===== src/rtl/fetch_unit.sv =====
// -----------------------------------------------------------------------------
// fetch_unit
//
// Instruction fetch stage. A PC register addresses a combinational
// instruction memory. Each returned word is pushed, with its address, into a
// small in-order fetch buffer that feeds decode through a valid/ready
// handshake.
//
// A redirect flushes the buffer and restarts fetch at a new target. A redirect
// to a target that is not word-aligned raises a sticky error. While the error
// is set, fetch stays stopped until reset, but the buffer can still drain.
//
// Parameters
//   RESET_PC       PC value loaded on reset
//   DEPTH          fetch-buffer entries (2 or 4)
//
// Ports
//   clk            clock; all state updates on the rising edge
//   rst_n          asynchronous active-low reset
//   imem_addr      byte address to the instruction memory (the PC)
//   imem_instr     instruction word for imem_addr, same cycle
//   redirect_valid taken branch/jump: flush and restart fetch
//   redirect_pc    redirect target byte address
//   out_valid      buffer head presented to decode
//   out_ready      decode accepts the head
//   out_instr      head instruction word
//   out_pc         head instruction address
//   out_pc_plus4   out_pc + 4 (mod 2^32)
//   misaligned_err sticky flag: a redirect target was not word-aligned
// -----------------------------------------------------------------------------
module fetch_unit #(
  parameter logic [31:0] RESET_PC = 32'h0000_0000,
  parameter int unsigned DEPTH    = 2
) (
  input  logic        clk,
  input  logic        rst_n,
  output logic [31:0] imem_addr,
  input  logic [31:0] imem_instr,
  input  logic        redirect_valid,
  input  logic [31:0] redirect_pc,
  output logic        out_valid,
  input  logic        out_ready,
  output logic [31:0] out_instr,
  output logic [31:0] out_pc,
  output logic [31:0] out_pc_plus4,
  output logic        misaligned_err
);

  localparam int unsigned AW = $clog2(DEPTH);
  localparam int unsigned CW = $clog2(DEPTH + 1);
  localparam logic [CW-1:0] FULL = CW'(DEPTH);

  logic [31:0]   r_pc;
  logic          r_err;
  logic [CW-1:0] r_count;
  logic [AW-1:0] r_rd_ptr;
  logic [AW-1:0] r_wr_ptr;
  logic [31:0]   r_fifo_pc    [DEPTH];
  logic [31:0]   r_fifo_instr [DEPTH];

  logic w_pop;
  logic w_fetch_en;

  assign imem_addr      = r_pc;
  assign misaligned_err = r_err;

  // No handshake can complete in a redirect cycle, because the head is about
  // to be flushed.
  assign out_valid    = (r_count != '0) & ~redirect_valid;
  assign w_pop        = out_valid & out_ready;
  assign out_instr    = r_fifo_instr[r_rd_ptr];
  assign out_pc       = r_fifo_pc[r_rd_ptr];
  assign out_pc_plus4 = r_fifo_pc[r_rd_ptr] + 32'd4;

  // A full buffer can still accept a fetch when the head leaves in the same
  // cycle. The write then lands in the slot that the head is vacating.
  assign w_fetch_en = ~r_err & ~redirect_valid & ((r_count < FULL) | w_pop);

  // NOTE: sequential state uses non-blocking assignments so every register
  // samples pre-edge values and the block order does not matter.
  always_ff @(posedge clk or negedge rst_n) begin
    if (!rst_n) begin
      r_pc     <= RESET_PC;
      r_err    <= 1'b0;
      r_count  <= '0;
      r_rd_ptr <= '0;
      r_wr_ptr <= '0;
    end else if (redirect_valid) begin
      r_count  <= '0;
      r_rd_ptr <= '0;
      r_wr_ptr <= '0;
      if (redirect_pc[1:0] != 2'b00) begin
        r_err <= 1'b1;
      end else if (!r_err) begin
        // Once the error is set, the PC stays frozen even on an aligned
        // redirect, so the halted state keeps a stable imem_addr.
        r_pc <= redirect_pc;
      end
    end else begin
      if (w_fetch_en) begin
        r_pc     <= r_pc + 32'd4;
        r_wr_ptr <= r_wr_ptr + AW'(1);
      end
      if (w_pop) begin
        r_rd_ptr <= r_rd_ptr + AW'(1);
      end
      case ({w_fetch_en, w_pop})
        2'b10:   r_count <= r_count + CW'(1);
        2'b01:   r_count <= r_count - CW'(1);
        default: r_count <= r_count;
      endcase
    end
  end

  // NOTE: buffer storage has no reset. An entry is only visible when r_count
  // covers it, so clearing the count is enough to discard the contents.
  always_ff @(posedge clk) begin
    if (w_fetch_en) begin
      r_fifo_pc[r_wr_ptr]    <= r_pc;
      r_fifo_instr[r_wr_ptr] <= imem_instr;
    end
  end

endmodule


===== config.mk =====
export PLATFORM = sky130hd
export DESIGN_NAME = fetch_unit
export DESIGN_NICKNAME = d
export VERILOG_FILES = /design/src/rtl/fetch_unit.sv
export SDC_FILE = /design/constraint.sdc
export NUM_CORES = 1
export LEC_CHECK = 0
export BUFFER_PORTS_ARGS = -buffer_cell sky130_fd_sc_hd__buf_2
export CAP_MARGIN = 20
export CORE_ASPECT_RATIO = 0.7
export CORE_UTILIZATION = 53
export CTS_CLUSTER_DIAMETER = 50
export CTS_CLUSTER_SIZE = 24
export DETAILED_ROUTE_END_ITERATION = 7
export GPL_TIMING_DRIVEN = 0
export PLACE_DENSITY = 0.8
export SLEW_MARGIN = 20
export SYNTH_ARGS = -nofsm -noshare
export SYNTH_HDL_FRONTEND = slang
export SYNTH_SLANG_ARGS = --single-unit
export TNS_END_PERCENT = 20

===== constraint.sdc =====
create_clock -name clk -period 8.44 [get_ports clk]
set_input_delay 2.532 -clock clk [delete_from_list [all_inputs] [get_ports clk]]
set_output_delay 2.532 -clock clk [all_outputs]
set_load 0.05 [all_outputs]

==> impl_results.md <==
- Status: completed
- Drt pass-1 iters: 5
- Post-Layout Cell Count: about 1,000
- Adder-Cell Fraction of Synth Area: 0.325%
- Final HPWL DP: 14,800 µm
- Pwr dens: ~180 mW/mm²
- Leakage: around 3.9 nW
- Area share of the largest cell type after synthesis: approximately half
- R2R setup slack: between 6 and 7 ns
- Clock Pin Slew Worst Setup and Hold Paths: 0.07 ns
- CP Capture Type: output port
- Mapped cell area: approximately 0.0077 mm²
- Measured slew at the worst slew-check pin: around 0.91 ns
- Clk_skew: ~0.0066 ns
- CTS tree: built
- Chip width: about 150 µm
- Final setup vio count: 0
- Fillers: about 1,000
- Post_cts resized: 0
- Port bufs: 196
- Worst Setup SP: redirect_valid
- NetSw: approximately 350 µW
- Final max-slew violation count: 0
- Hold slack: 0.493 ns
- # rows: 36
- Final nets: about 880
- Logic pwr share: 2.4%
- Hold Fails Final Rpt: 0
- Max cap viols: 0
- FF-to-FF path depth: 6
- Internal: approximately 1.4 mW
- Crit Path Category: in2out
- Hold Crit Class: reg2reg
- Final ANT Viol Nets: 0
- Syn avg cell area: 13.2 µm²
- Crit path max fanout: 10
- Initial antenna violation count: 0
- Area leader, netlist: edfxtp_1
- First-pass GRT wire length: about 30,000 µm
- Warnings, synthesis: 0
- Total GRT Usage: 27.7%
- Crit share post-route: roughly 77%
- Share of post-route cells with drive strength above 1: roughly two fifths
- Most used DFF post-synth: edfxtp_1
- Sw frac: between 20% and 30%
- H-tree levels: 4
- Most frequent cell after synthesis: edfxtp_1
- Clk sinks: approximately 170
- Largest family of logic cells by synthesized area: simple AND/OR/NAND/NOR gates
- Post-Synth Simple-Gate Area: a little under an eighth
- Worst EP arrival: a little under 4 ns
- Post-synthesis register bit count: 165
- Clk Latency, worst-skew pair: 0.42 ns
- Post-synth EDFFs: roughly 130
- Reg-to-Reg Start: imem_addr[2]
- Critical path endpoint: out_valid
- Asr flop ratio synth: between 20 and 25%
- Average wire per standard cell: between 20 and 25 µm
- Worst vdd ir: 0.172 mV
- Total grt overflow: 0
- CP required: roughly 5.9 ns
- Vias in the first global route: roughly 5,600
- Initial core utilization: between 50% and 60%
- Cell count after synthesis: around 590
- PnR worst setup slack: about 2 ns
- Largest net degree at the start of global routing: 38
- Drc violations: 0
- R2R Path End: imem_addr[18]
- Relative slew margins: 39.6%
- Die height: approximately 100 µm
- DIE AREA: around 0.015 mm²
- Dpl ws: approximately 2 ns
- Core Box Area: roughly 0.014 mm²
- DR iter-0 viols: 518
- Min Tclk post-route: about 6.5 ns
- Syn_nets: 655
- Area delta synth->final: 25.1%
- CTS Buffer Depth: 2
- RSZ-0062 raised after global routing: no
- Netlist cell types: 65
- Final RePlAce weighted congestion: 0.907
- Sequential share of the synthesized area: 62.0%
- Sequential share of power: approximately 50%
- Multiplexer share of the synthesized area: approximately a tenth
- Clk root buf: clkbuf_16
- Critical path launch point type: input pin
- Final wirelength: between 20,000 and 25,000 µm
- # hold bufs at CTS: 0
- CTS buffer count: 17
- Clock power frac: about 47%
- Post-Synth XOR/XNOR Area: 3.07%
- Ant diodes: 0
- Max Fclk: 155 MHz
- Via density: around 6
- Setup bufs post-CTS: 0
- DR vias: 6,006
- I/O pin total: between 150 and 200
- Inst Count DP: 978
- Top cells by area, synth: edfxtp_1, dfrtp_1, mux2_2, mux2i_1, nand3_1
- Most frequent cells after synthesis: edfxtp_1, mux2_2, dfrtp_1, nor2_1, nand3_1
- Complex-gate fraction of the synthesized area: 10.5%
-- state kept, by name (all words and copies together) (netlist names) --
register	cells
misaligned_err	1
imem_addr	32
r_count	2
r_fifo_pc	64
r_wr_ptr	1
r_rd_ptr	1
r_fifo_instr	64
-- worst max-delay path, stage by stage --
cell and delay [ns]:
buf_2 0.16, clkbuf_1 0.40, buf_1 0.51, nor2_1 0.09
buf_2 0.23
-- placed cells by master, fill, tap and decap left out, types with 5 or more instances in the layout --
cell type	count
buf_2	205
edfxtp_1	128
mux2_2	51
dfrtp_1	37
nor2_1	30
nand3_1	29
nand2_1	28
a21oi_1	28
o21ai_0	25
inv_1	17
clkbuf_16	17
xnor2_1	16
mux2i_1	15
nand4_1	13
nor3_1	12
and3_1	12
clkbuf_1	11
xor2_1	11
buf_4	8
o22a_1	7
a31oi_1	7
o2bb2ai_1	6
inv_6	6
nand2b_1	5
and2_1	5
-- per-layer routing --
layer	GRT usage, %	part of all wire (%)	wire [µm]
met1	38.6	42	8570
met2	43.4	47	9580
met3	7.12	10	2070
met4	8.25	1.2	252
met5	0	0	0
-- stage by stage --
step | instance area, µm² | setup TNS, ns | power (mW) | utilization, %
floorplan | 7700 | 0 | 0.901 | -
global placement | 8920 | -50.75 | 0.926 | 63.5
detailed placement | 9010 | 0 | 0.927 | 64.1
CTS | 9630 | 0 | 1.73 | 68.5
global route | 9630 | 0 | 1.76 | 68.5
finish | 9630 | 0 | 1.72 | 68.5
-- worst min path at each step --
stage / slack (ns) / endpoint / from / cells past startpoint
2_1_floorplan: 0.54 / r_wr_ptr / r_wr_ptr / 2
3_3_place_gp: 0.47 / r_fifo_pc[0][1] / imem_addr[1] / 0
4_1_cts: 0.49 / r_fifo_pc[1][1] / imem_addr[1] / 0
5_1_grt: 0.50 / r_fifo_pc[1][1] / imem_addr[1] / 0
3_5_place_dp: 0.48 / r_fifo_pc[0][1] / imem_addr[1] / 0
6_report: 0.49 / r_fifo_pc[1][1] / imem_addr[1] / 0
-- layout make-up --
class / instances / area (µm²) / share of cell area [%]
buffer: 27 / 139 / 1.44
clock inverter: 14 / 186 / 1.94
multi-input combinational: 375 / 2740 / 28.5
timing repair buffer: 203 / 1060 / 11.0
inverter: 18 / 67.6 / 0.702
sequential: 165 / 4770 / 49.5
clock buffer: 18 / 429 / 4.46
tap: 190 / 238 / 2.47
-- power groups by stage --
stage | clock, mW | sequential (mW) | combinational (mW)
floorplan | 0 | 0.888 | 0.0133
global placement | 0 | 0.888 | 0.0381
detailed placement | 0 | 0.888 | 0.0396
CTS | 0.815 | 0.871 | 0.0400
global route | 0.850 | 0.870 | 0.0445
finish | 0.807 | 0.871 | 0.0405
-- logic make-up (layout without fill, tap and decap cells) --
group	count (synthesis)	count (layout)
mux	67	67
buf+inv	45	280
flops	165	165
xor+xnor	27	27
compound gates	115	115
fa+ha+maj	2	2
simple gates	164	164
No activity file was read; power rests on OpenSTA's default activity.
